$ cat src/rtl/pkg_ili9341.sv
// Shared types and constants for the ILI9341 power-up sequencer and its command ROM.
package pkg_ili9341;

  typedef enum logic [1:0] {
    KIND_CMD  = 2'd0,
    KIND_DATA = 2'd1,
    KIND_WAIT = 2'd2,
    KIND_END  = 2'd3
  } entry_kind_e;

  typedef struct packed {
    entry_kind_e kind;
    logic [7:0]  data;
  } init_entry_t;

  typedef enum logic [2:0] {
    ST_IDLE,
    ST_HW_RESET,
    ST_WAIT_RST,
    ST_LOAD,
    ST_SEND,
    ST_DELAY,
    ST_DONE
  } init_state_e;

  localparam logic [7:0] CMD_SWRESET = 8'h01;
  localparam logic [7:0] CMD_SLPOUT  = 8'h11;
  localparam logic [7:0] CMD_COLMOD  = 8'h3A;
  localparam logic [7:0] CMD_MADCTL  = 8'h36;
  localparam logic [7:0] CMD_DISPON  = 8'h29;

  localparam logic [7:0] DATA_COLMOD_16BPP  = 8'h55;
  localparam logic [7:0] DATA_MADCTL_MX_BGR = 8'h48;

  localparam int unsigned INIT_LEN = 10;

  // Saturating step so a runaway index parks on an END slot instead of wrapping to 0.
  function automatic logic [3:0] next_index(input logic [3:0] idx);
    return (idx == 4'hF) ? idx : idx + 4'd1;
  endfunction

endpackage

$ cat src/rtl/init_rom.sv
// Combinational init table for the ILI9341; every slot beyond the table reads as END.
module init_rom
  import pkg_ili9341::*;
(
  input  logic [3:0]  index_i,
  output init_entry_t entry_o
);

  always_comb begin
    entry_o = '{kind: KIND_END, data: 8'h00};
    case (index_i)
      4'd0:    entry_o = '{kind: KIND_CMD,  data: CMD_SWRESET};
      4'd1:    entry_o = '{kind: KIND_WAIT, data: 8'h00};
      4'd2:    entry_o = '{kind: KIND_CMD,  data: CMD_SLPOUT};
      4'd3:    entry_o = '{kind: KIND_WAIT, data: 8'h00};
      4'd4:    entry_o = '{kind: KIND_CMD,  data: CMD_COLMOD};
      4'd5:    entry_o = '{kind: KIND_DATA, data: DATA_COLMOD_16BPP};
      4'd6:    entry_o = '{kind: KIND_CMD,  data: CMD_MADCTL};
      4'd7:    entry_o = '{kind: KIND_DATA, data: DATA_MADCTL_MX_BGR};
      4'd8:    entry_o = '{kind: KIND_CMD,  data: CMD_DISPON};
      default: ;
    endcase
  end

endmodule

$ cat src/rtl/lcd_init_ctrl.sv
// ILI9341 init sequencer: panel hardware reset, then ROM-driven command/data/wait playback.
// Define INIT_SLEEP_WAIT_EN for full-length WAIT entries; otherwise each WAIT lasts one cycle.
module lcd_init_ctrl
  import pkg_ili9341::*;
#(
  parameter int unsigned DELAY_CYCLES  = 480_000,
  parameter logic        RST_PULSE_VAL = 1'b0
) (
  input  logic       clk,
  input  logic       rst,
  input  logic       i_start,
  input  logic       i_reset_sent,
  output logic       o_reset_ena,
  output logic       o_reset_val,
  output logic       o_spi_valid,
  input  logic       i_spi_ready,
  output logic       o_spi_dc,
  output logic [7:0] o_spi_data,
  output logic       o_busy,
  output logic       o_init_done
);

  localparam int unsigned CNT_W = (DELAY_CYCLES > 1) ? $clog2(DELAY_CYCLES) : 1;

`ifdef INIT_SLEEP_WAIT_EN
  localparam logic [CNT_W-1:0] WAIT_LOAD = CNT_W'(DELAY_CYCLES - 1);
`else
  localparam logic [CNT_W-1:0] WAIT_LOAD = '0;
`endif

  init_state_e      state_q, state_d;
  logic [3:0]       index_q, index_d;
  logic [CNT_W-1:0] cnt_q, cnt_d;
  init_entry_t      entry_q, entry_d;
  logic             done_q, done_d;
  init_entry_t      rom_entry;

  init_rom u_rom (
    .index_i (index_q),
    .entry_o (rom_entry)
  );

  always_ff @(posedge clk) begin
    if (!rst) begin
      state_q <= ST_IDLE;
      index_q <= '0;
      cnt_q   <= '0;
      entry_q <= '0;
      done_q  <= 1'b0;
    end else begin
      state_q <= state_d;
      index_q <= index_d;
      cnt_q   <= cnt_d;
      entry_q <= entry_d;
      done_q  <= done_d;
    end
  end

  always_comb begin
    state_d = state_q;
    index_d = index_q;
    cnt_d   = cnt_q;
    entry_d = entry_q;
    done_d  = done_q;
    case (state_q)
      ST_IDLE:     if (i_start) state_d = ST_HW_RESET;
      ST_HW_RESET: state_d = ST_WAIT_RST;
      ST_WAIT_RST: begin
        if (i_reset_sent) begin
          index_d = '0;
          state_d = ST_LOAD;
        end
      end
      // The branch decision uses the ROM output directly; entry_q feeds the SPI outputs later.
      ST_LOAD: begin
        entry_d = rom_entry;
        case (rom_entry.kind)
          KIND_CMD, KIND_DATA: state_d = ST_SEND;
          KIND_WAIT: begin
            cnt_d   = WAIT_LOAD;
            state_d = ST_DELAY;
          end
          default: begin
            done_d  = 1'b1;
            state_d = ST_DONE;
          end
        endcase
      end
      ST_SEND: begin
        if (i_spi_ready) begin
          index_d = next_index(index_q);
          state_d = ST_LOAD;
        end
      end
      ST_DELAY: begin
        if (cnt_q == '0) begin
          index_d = next_index(index_q);
          state_d = ST_LOAD;
        end else begin
          cnt_d = cnt_q - CNT_W'(1);
        end
      end
      ST_DONE:     state_d = ST_IDLE;
      default:     state_d = ST_IDLE;
    endcase
  end

  assign o_reset_ena = (state_q == ST_HW_RESET);
  assign o_reset_val = (state_q == ST_HW_RESET || state_q == ST_WAIT_RST) ? RST_PULSE_VAL : 1'b1;
  assign o_spi_valid = (state_q == ST_SEND);
  assign o_spi_dc    = (state_q == ST_SEND) && (entry_q.kind == KIND_DATA);
  assign o_spi_data  = (state_q == ST_SEND) ? entry_q.data : 8'h00;
  assign o_busy      = (state_q != ST_IDLE) && (state_q != ST_DONE);
  assign o_init_done = done_q;

endmodule

$ cat config.mk
export PLATFORM = sky130hd
export DESIGN_NAME = lcd_init_ctrl
export DESIGN_NICKNAME = d
export VERILOG_FILES = /design/src/rtl/pkg_ili9341.sv /design/src/rtl/init_rom.sv /design/src/rtl/lcd_init_ctrl.sv
export SDC_FILE = /design/constraint.sdc
export NUM_CORES = 1
export LEC_CHECK = 0
export CAP_MARGIN = 15
export CORE_AREA = 2 2 67 69
export DETAILED_ROUTE_END_ITERATION = 8
export DIE_AREA = 0 0 69 71
export PLACE_DENSITY = 0.72
export SLEW_MARGIN = 40
export SYNTH_ARGS = -nofsm -noshare
export SYNTH_HDL_FRONTEND = slang
export SYNTH_SLANG_ARGS = --single-unit
$ cat constraint.sdc
create_clock -name clk -period 2.3 [get_ports clk]
set_clock_uncertainty 0.2 [all_clocks]
set_input_delay 0.345 -clock clk [delete_from_list [all_inputs] [get_ports clk]]
set_output_delay 0.345 -clock clk [all_outputs]
set_load 0.02 [all_outputs]
**After elaboration in Yosys (flattened, before gate mapping)**

Cells that the tools add are included.

- Bits in registers: 37
- Bits in latches: 0
- Bits in writable memories: 0
- Memory bits (read-only): 0
- Input port bits: 5
- Output and inout bits: 14
- Word-level logic and storage cells: 67
- Memories: 0

- Add/subtract/negate cells: 2
- Multiply operators: 0
- Div/mod/pow operators: 0
- Magnitude comparators: 0
- Equality and inequality tests: 24
- Shift-type cells: 0
- Mux-type cells: 17
- Bitwise logic cells: 1
- Reduce and logical (&&, ||, !) cells: 17

Operator list:

| cell | number |
|---|---|
| $pmux W10 S8 | 1 |
| $mux W19 | 2 |
| $pmux W19 S2 | 1 |
| $logic_not A19 Y1 | 1 |
| $sub A19 B1 Y19 const B | 1 |
| $pmux W3 S6 | 1 |
| $eq A4 B3 Y1 const B | 4 |
| $mux W4 | 4 |
| $mux W3 | 4 |
| $pmux W4 S3 | 1 |
| $ne A2 B2 Y1 const B | 5 |
| $eq A4 B2 Y1 const B | 2 |
| $eq A4 B4 Y1 const B | 2 |
| $mux W8 | 1 |
| $reduce_and A4 Y1 | 2 |
| $eq A3 B2 Y1 const B | 2 |
| $eq A3 B3 Y1 const B | 2 |
| $reduce_bool A3 Y1 | 2 |
| $add A4 B1 Y4 const B | 1 |
| $eq A2 B1 Y1 const B | 2 |
| $eq A4 B1 Y1 const B | 1 |
| $logic_not A4 Y1 | 1 |
| $pmux W2 S2 | 1 |
| $reduce_or A2 Y1 | 2 |
| 14 further kinds | 15 |

**Longest topological paths before layout**

- Word-level depth: 7
- Depth in mapped cells: 9
- Mapped depth without buffers: 7

**Modules after synthesis**

From an unflattened synthesis, not the netlist that was laid out.

- Cells, all modules: 257
- Area total of the unflattened synthesis: 2024.4 um^2

By module, submodules not included:

| module | instances | cells each | area an instance (um^2) | seq. area each (um^2) |
|---|---|---|---|---|
| lcd_init_ctrl | 1 | 235 | 1881.8 | 740.7 |
| init_rom | 1 | 22 | 142.6 | 0.0 |

**Worst setup path before layout**

No wires, ideal clock.

- Kind: register -> register
- Start: reg index_q[1]
- End: reg cnt_q[10]
- Library setup time: 0.070 ns
- Data arrival time: 2.169 ns
- Data required time: 2.030 ns
- Slack: -0.139 ns
- Stages on the path, launching flop included: 10
- Buffers on the path: 2
- Period minus slack after synthesis: 2.439 ns
- Cell sequence: dfxtp_1 > inv_1 > ha_1 > nor2_1 > or3_1 > buf_2 > a311o_1 > buf_6 > or4_1 > a21oi_1

- Longest elaborated chain between the ends: 6
- Elaborated cells between the ends (all ways): 14
- Those cells by class: eq/ne (10); mux (1); reduce/logical (3)

RTL lines:

| element | RTL line | source |
|---|---|---|
| start, declared | lcd_init_ctrl.sv:32 | `logic [3:0] index_q, index_d;` |
| start signal, assigned | lcd_init_ctrl.sv:52 | `index_q <= index_d;` |
| $eq A4 B1 Y1 / $eq A4 B2 Y1 (equally long branches) | init_rom.sv:11 | `case (index_i)` |
| $reduce_or A2 Y1 (no source line) | n/a |  |
| $pmux W10 S8 * | init_rom.sv:11 |  |
| $eq A2 B2 Y1 * | lcd_init_ctrl.sv:77 | `case (rom_entry.kind)` |
| $ne A2 B2 Y1 (no source line) * | n/a |  |
| $reduce_and A3 Y1 (no source line) * | n/a |  |
| end signal, assigned | lcd_init_ctrl.sv:53 | `cnt_q <= cnt_d;` |
| end, declared | lcd_init_ctrl.sv:33 | `logic [CNT_W-1:0] cnt_q, cnt_d;` |

Mark *: on every way between the ends. The rest lies on a longest branch, timed or not.
A chain may end at the register's enable or synchronous reset.

**Worst setup path after layout**

- Start: reg index_q[3]
- End: reg cnt_q[7]

The elaborated chain is that of the path after synthesis.

==> impl_metrics.json <==
{
  "power_frac_comb_pct": 16.5,
  "grt_util_all_layers_pct": 21.0,
  "clk_path_buf_depth": 2,
  "ys_types": 52,
  "grt_max_degree": 16,
  "placed_area_um2": 2510,
  "num_rows": 24,
  "dr_total_vias": 2007,
  "status": "finished, violations left",
  "drt_iter0_drc": 95,
  "antenna_cells": 0,
  "die_height_um": 71,
  "final_area_um2": 2770,
  "antenna_left": 0,
  "clkSinkCount": 36,
  "min_period_ns": 2.33,
  "start_util_pct": 48.3,
  "setup_ws_ns": -0.0299,
  "synth_area_leader_cell": "dfxtp_1",
  "layout-drive-gt1-share_pct": 30.7,
  "cts_tree": "yes",
  "critPathBufInv": 1,
  "final_util_pct": 65.8,
  "ctsHoldBuffers": 0,
  "hold_viol_final": 0,
  "ir_worst_vdd_mv": 0.351,
  "cp.required_ns": 2.33,
  "syn_avg_cell_area_um2": 8.22,
  "total_leakage_power_nw": 1.18,
  "switching_share_pct": 27.6,
  "via_per_inst": 5.70,
  "drv_slew": 0,
  "synthCells": 247,
  "yosysTopAreaCellShare_pct": 35.5,
  "ys_warn_count": 0,
  "hp-class": "flop to flop",
  "worstSetupStartpointType": "flop",
  "syn2layout_area_growth_pct": 36.3,
  "synthXorXnorAreaFrac_pct": 1.29,
  "drt-wirelength-per-cell_um": 14.4,
  "switchingPower_w": 0.000372,
  "routed_wl_um": 5080,
  "ys_top_cells_by_area": "dfxtp_1, a21oi_1, or4_1",
  "violations": "negative setup slack",
  "core-area_um2": 4200,
  "synth_compound_area_share_pct": 21.1,
  "synth_top_family_by_area": "simple AND/OR/NAND/NOR gates",
  "cp.depth": 6,
  "crit_family": "simple AND/OR/NAND/NOR gates",
  "synthAdderAreaFrac_pct": 3.70,
  "crit_path_max_incr_delay_ns": 0.49,
  "die_w_um": 69,
  "port_buffers": 17,
  "path_cells": "or2_4, o31a_1, or3_4, buf_6, or4_1, a21oi_2",
  "fin_crit_sh_pct": 101,
  "drc": 0,
  "antenna_found_initial": 0,
  "ys_async_sr_fraction_pct": 0,
  "syn_area_um2": 2030,
  "ys_seq_area_share_pct": 35.5,
  "synth_common_cells": "dfxtp_1, a21oi_1, nand2_1",
  "maxCapViolCount": 0,
  "grt_pass1_wl_um": 8430,
  "grt_pass1_vias": 1804,
  "fin_nets": 310,
  "root_buffer": "clkbuf_8",
  "dp_hpwl_um": 3510,
  "hold_depth": 2,
  "p_total_w": 0.00135,
  "gp_congestion": 0.872,
  "fmax_ghz": 0.429,
  "worst_r2r_path_depth": 6,
  "synth_edf_count": 0,
  "p_clk_share_pct": 35.3,
  "die-area_um2": 4900,
  "clock_latency_ns": 0.29,
  "path_class": "flop to flop",
  "arrival_ns": 2.36,
  "worstSetupEndpointType": "flop",
  "yosys.area_share.simple_pct": 31.4,
  "setup_viol": 4,
  "rsz0062_at_grt": "yes",
  "ys_dominant_reg_cell": "dfxtp_1",
  "cts_made_buffers": 5,
  "path_max_fanout": 8,
  "io_pins": 19,
  "syn_nets": 258,
  "synthMuxAreaShare_pct": 1.97,
  "grt_overflow": 0,
  "cts.clk_slew.worst_paths_ns": 0.08,
  "p_int_w": 0.000976,
  "cts.htree.levels": 2,
  "powerDensity_nw_per_um2": 487,
  "yosysMostFrequentCell": "dfxtp_1",
  "drt-pass1-iter-count": 4,
  "synth-seq-cells": 36,
  "cpMaxStageDelayCell": "or4_1",
  "seqPwrFrac_pct": 48.2
}
[layout by cell type, fill, tap and decap left out, types with 8 or more instances in the layout]
| master | synthesis | final |
|---|---|---|
| or3_1 | 12 | 8 |
| nand2_1 | 17 | 17 |
| or4_1 | 11 | 9 |
| o21ai_0 | 14 | 13 |
| a21oi_1 | 19 | 16 |
| dlygate4sd2_1 | 0 | 10 |
| buf_4 | 1 | 38 |
| and2_1 | 10 | 10 |
| dfxtp_1 | 36 | 32 |
| nor2_1 | 13 | 11 |
[flip-flops by register name (all words and copies together) (netlist names)]
| name | cells |
|---|---|
| cnt_q | 19 |
| entry_q | 9 |
| index_q | 4 |
| o_init_done | 1 |
| state_q | 3 |
[cell families (layout without fill, tap and decap cells)]
family,count (synthesis),count (layout)
flip-flops,36,36
adder cells (fa/ha/maj),6,6
AO/OA/AOI/OAI,66,66
other,1,1
buffers and inverters,22,75
AND/OR/NAND/NOR,109,109
XOR/XNOR,3,3
multiplexers,4,4
[worst reg2reg max path: cells and delay by family (launching register included)]
| family | cells | cell delay, ns |
|---|---|---|
| AO/OA/AOI/OAI | 2 | 0.45 |
| buffers and inverters | 1 | 0.14 |
| flip-flops | 1 | 0.33 |
| AND/OR/NAND/NOR | 3 | 1.15 |
[layer usage]
| metal | part of all wire, % | track usage, % | up-vias | wire length, µm |
|---|---|---|---|---|
| met3 | 5.3 | 4.56 | 6 | 267 |
| met4 | 0.98 | 5.23 | 0 | 50 |
| met1 | 49 | 29.3 | 929 | 2490 |
| met5 | 0 | 0 | - | 0 |
| met2 | 45 | 33.1 | 61 | 2280 |
| li1 | - | - | 1011 | - |
[worst paths after layout]
path              startpoint    endpoint  slack [ns]
setup / recovery  index_q[3]    cnt_q[7]       -0.03
hold / removal    entry_q[2]  entry_q[2]        0.26
setup reg to reg  index_q[3]    cnt_q[7]       -0.03
hold reg to reg   entry_q[2]  entry_q[2]        0.26
[stage by stage]
stage / std cells / hold slack [ns] / setup WS (ns) / TNS, ns
after floorplan: 247 / 0.236 / -0.0135 / -0.0387
after global placement: 339 / 0.244 / -0.0111 / -0.0111
after detailed placement: 339 / 0.254 / -0.0367 / -0.156
after CTS: 350 / 0.263 / -0.0189 / -0.0494
after global routing: 352 / 0.300 / -0.0794 / -0.331
final: 352 / 0.263 / -0.0299 / -0.0626
[final cells by class]
type	instances	area, µm²
Timing Repair Buffer	59	490
Inverter	8	32.5
Clock buffer	6	82.6
Clock inverter	2	10.0
Multi-Input combinational cell	189	1360
Sequential cell	36	728
Tap cell	52	65.1
Fill cell	356	1440
[power by group through the flow]
| stage | sequential, W | combinational (W) | clock [W] |
|---|---|---|---|
| 3_3_place_gp | 0.000661 | 0.000217 | 0 |
| 5_1_grt | 0.000652 | 0.000243 | 0.000505 |
| 3_5_place_dp | 0.000661 | 0.000218 | 0 |
| 6_report | 0.000650 | 0.000223 | 0.000475 |
| 4_1_cts | 0.000647 | 0.000216 | 0.000480 |
| 2_1_floorplan | 0.000660 | 0.000133 | 0 |
[what timing repair did]
action                                  4_1_cts  5_1_grt
cloned                                        0        0
gates resized for setup                      23       23
hold endpoints to repair                      0        0
endpoints found under the setup margin       21       24
pin swaps                                     8       10
buffers inserted                              3        2
No activity file was read; power rests on OpenSTA's default activity.
==> RTL change: new RTL, same flow settings <==
`RST_PULSE_VAL`: 1'b0 -> 1'b1.
--- a/src/rtl/lcd_init_ctrl.sv
+++ b/src/rtl/lcd_init_ctrl.sv
@@ -4,7 +4,7 @@
   import pkg_ili9341::*;
 #(
   parameter int unsigned DELAY_CYCLES  = 480_000,
-  parameter logic        RST_PULSE_VAL = 1'b0
+  parameter logic        RST_PULSE_VAL = 1'b1
 ) (
   input  logic       clk,
   input  logic       rst,
Behaviour: not the same (a bounded check fails within 4 cycles, from zero or initial values and one cycle with rst low).
==> RTL change against the original RTL <==
- setup slack gained 0.12 ns
- synthesized area grew 0.18%
- combinational power grew 7%
- power grew 3.2%
- critical endpoint is now o_reset_ena
- via count shrank 5.2%
- sequential cell count is the same
- wire length shrank 6.4%
- final area shrank 11%
- final cell count shrank 4.8%
- non-clock buffer count shrank 18
- largest cell class unchanged
==> RTL change: results (changes against the original RTL) <==
| Metric | Value |
|---|---|
| VDD IR max | `0.301 mV (-14%)` |
| Compound-Gate Fraction of Synth Area | `0.226 (+0.0150)` |
| Vias in the first global route | `1789 (-0.83%)` |
| DR iter-0 viols | `90 (-5.3%)` |
| Post-synth net total | `260 (+0.78%)` |
| Status | `complete, no violations` |
| Met3 WL | `181 um (-32%)` |
| Seq/Total Area, Yosys | `0.354 (-0.000656)` |
| Synth Area in Adders | `0.0369 (-0.0000683)` |
| Met1 WL | `2140 um (-14%)` |
| Synth Area per Inst | `8.17 um^2 (-0.62%)` |
| Top cells by count, synth | `dfxtp_1 (36), a21oi_1 (26), nand2_1 (18)` |
| Met1 GRT Util | `0.248 (-0.0445)` |
| Vias | `1903 (-5.2%)` |
| Synth cell types | `48 (-7.7%)` |
| Largest regs | `cnt_q x19, entry_q x9, index_q x4` |
| Post-synthesis mux area share | `0.0246 (+0.00489)` |
| Routability cong. | `0.829 (-4.9%)` |
| CP delay by family, top | `buffers and inverters` |
| Placed Instances | `326 (-3.8%)` |
| Met2 routed WL | `2360 um (+3.8%)` |
| Total wire length | `4760 um (-6.4%)` |
| GRT Total Usage | `0.201 (-0.00895)` |
| Port Buffers | `16 (-1)` |
| Arrival time at the worst endpoint | `1.67 ns (-0.69 ns)` |
| Share of cells above drive strength 1 | `0.159 (-0.148)` |
| Worst path slowest cell | `clkdlybuf4s50_1` |
| Ranking of synthesized cells by area | `dfxtp_1 (35%), a21oi_1 (6.4%), or4_1 (4.4%), o21ai_0 (3.9%), ha_1 (3.7%)` |
| Fin nets | `293 (-5.5%)` |
==> RTL change: cell types whose count changed after synthesis, moves of 3 or more <==
| cell | delta |
|---|---|
| and2_1 | -9 |
| a21oi_1 | +7 |
| nand3_1 | +6 |
| and3_1 | +5 |
| or2_2 | -5 |
| or3_1 | -4 |
| a21boi_0 | -3 |
| nor2_1 | +3 |
| nor2b_1 | -3 |
| nor4_1 | -3 |
==> RTL change: timing repair <==
action	CTS	global route
pin swaps	0	0
gates cloned	0	0
resized for setup	11	3
setup buffers	1	0
endpoints found under the setup margin	11	14
==> RTL change: area by class of cell <==
cell class,instances,area share
Clock buffer,6,0.0334
Sequential cell,36,0.292
Multi-Input combinational cell,189,0.490
Clock inverter,2,0.00607
Tap cell,52,0.0263
Timing Repair Buffer,41,0.137
Inverter,9,0.0152
==> RTL change: power breakdown <==
group / total, mW / switching, mW / internal (mW)
clock network: 0.486 / 0.243 / 0.242
registers: 0.666 / 0.0241 / 0.642
logic: 0.239 / 0.134 / 0.105
total: 1.39 / 0.401 / 0.990
==> RTL change: through the flow <==
stage	worst slack, ns	area (um^2)	setup TNS [ns]	hold slack, ns	total power, mW
floorplan	0.0923	2030	0	0.227	0.822
global placement	0.0752	2360	0	0.241	0.913
detailed placement	0.0591	2360	0	0.245	0.915
CTS	0.0427	2460	0	0.257	1.40
global route	-0.0801	2470	-0.357	0.278	1.45
finish	0.0881	2470	0	0.257	1.39
==> RTL change: worst paths after layout <==
path	from	endpoint	slack, ns	cells after the start
worst max-delay path	state_q[0]	o_reset_ena	0.09	3
worst min-delay path	entry_q[2]	entry_q[2]	0.26	2
worst max register to register	index_q[1]	cnt_q[5]	0.09	8
worst min register to register	entry_q[2]	entry_q[2]	0.26	2
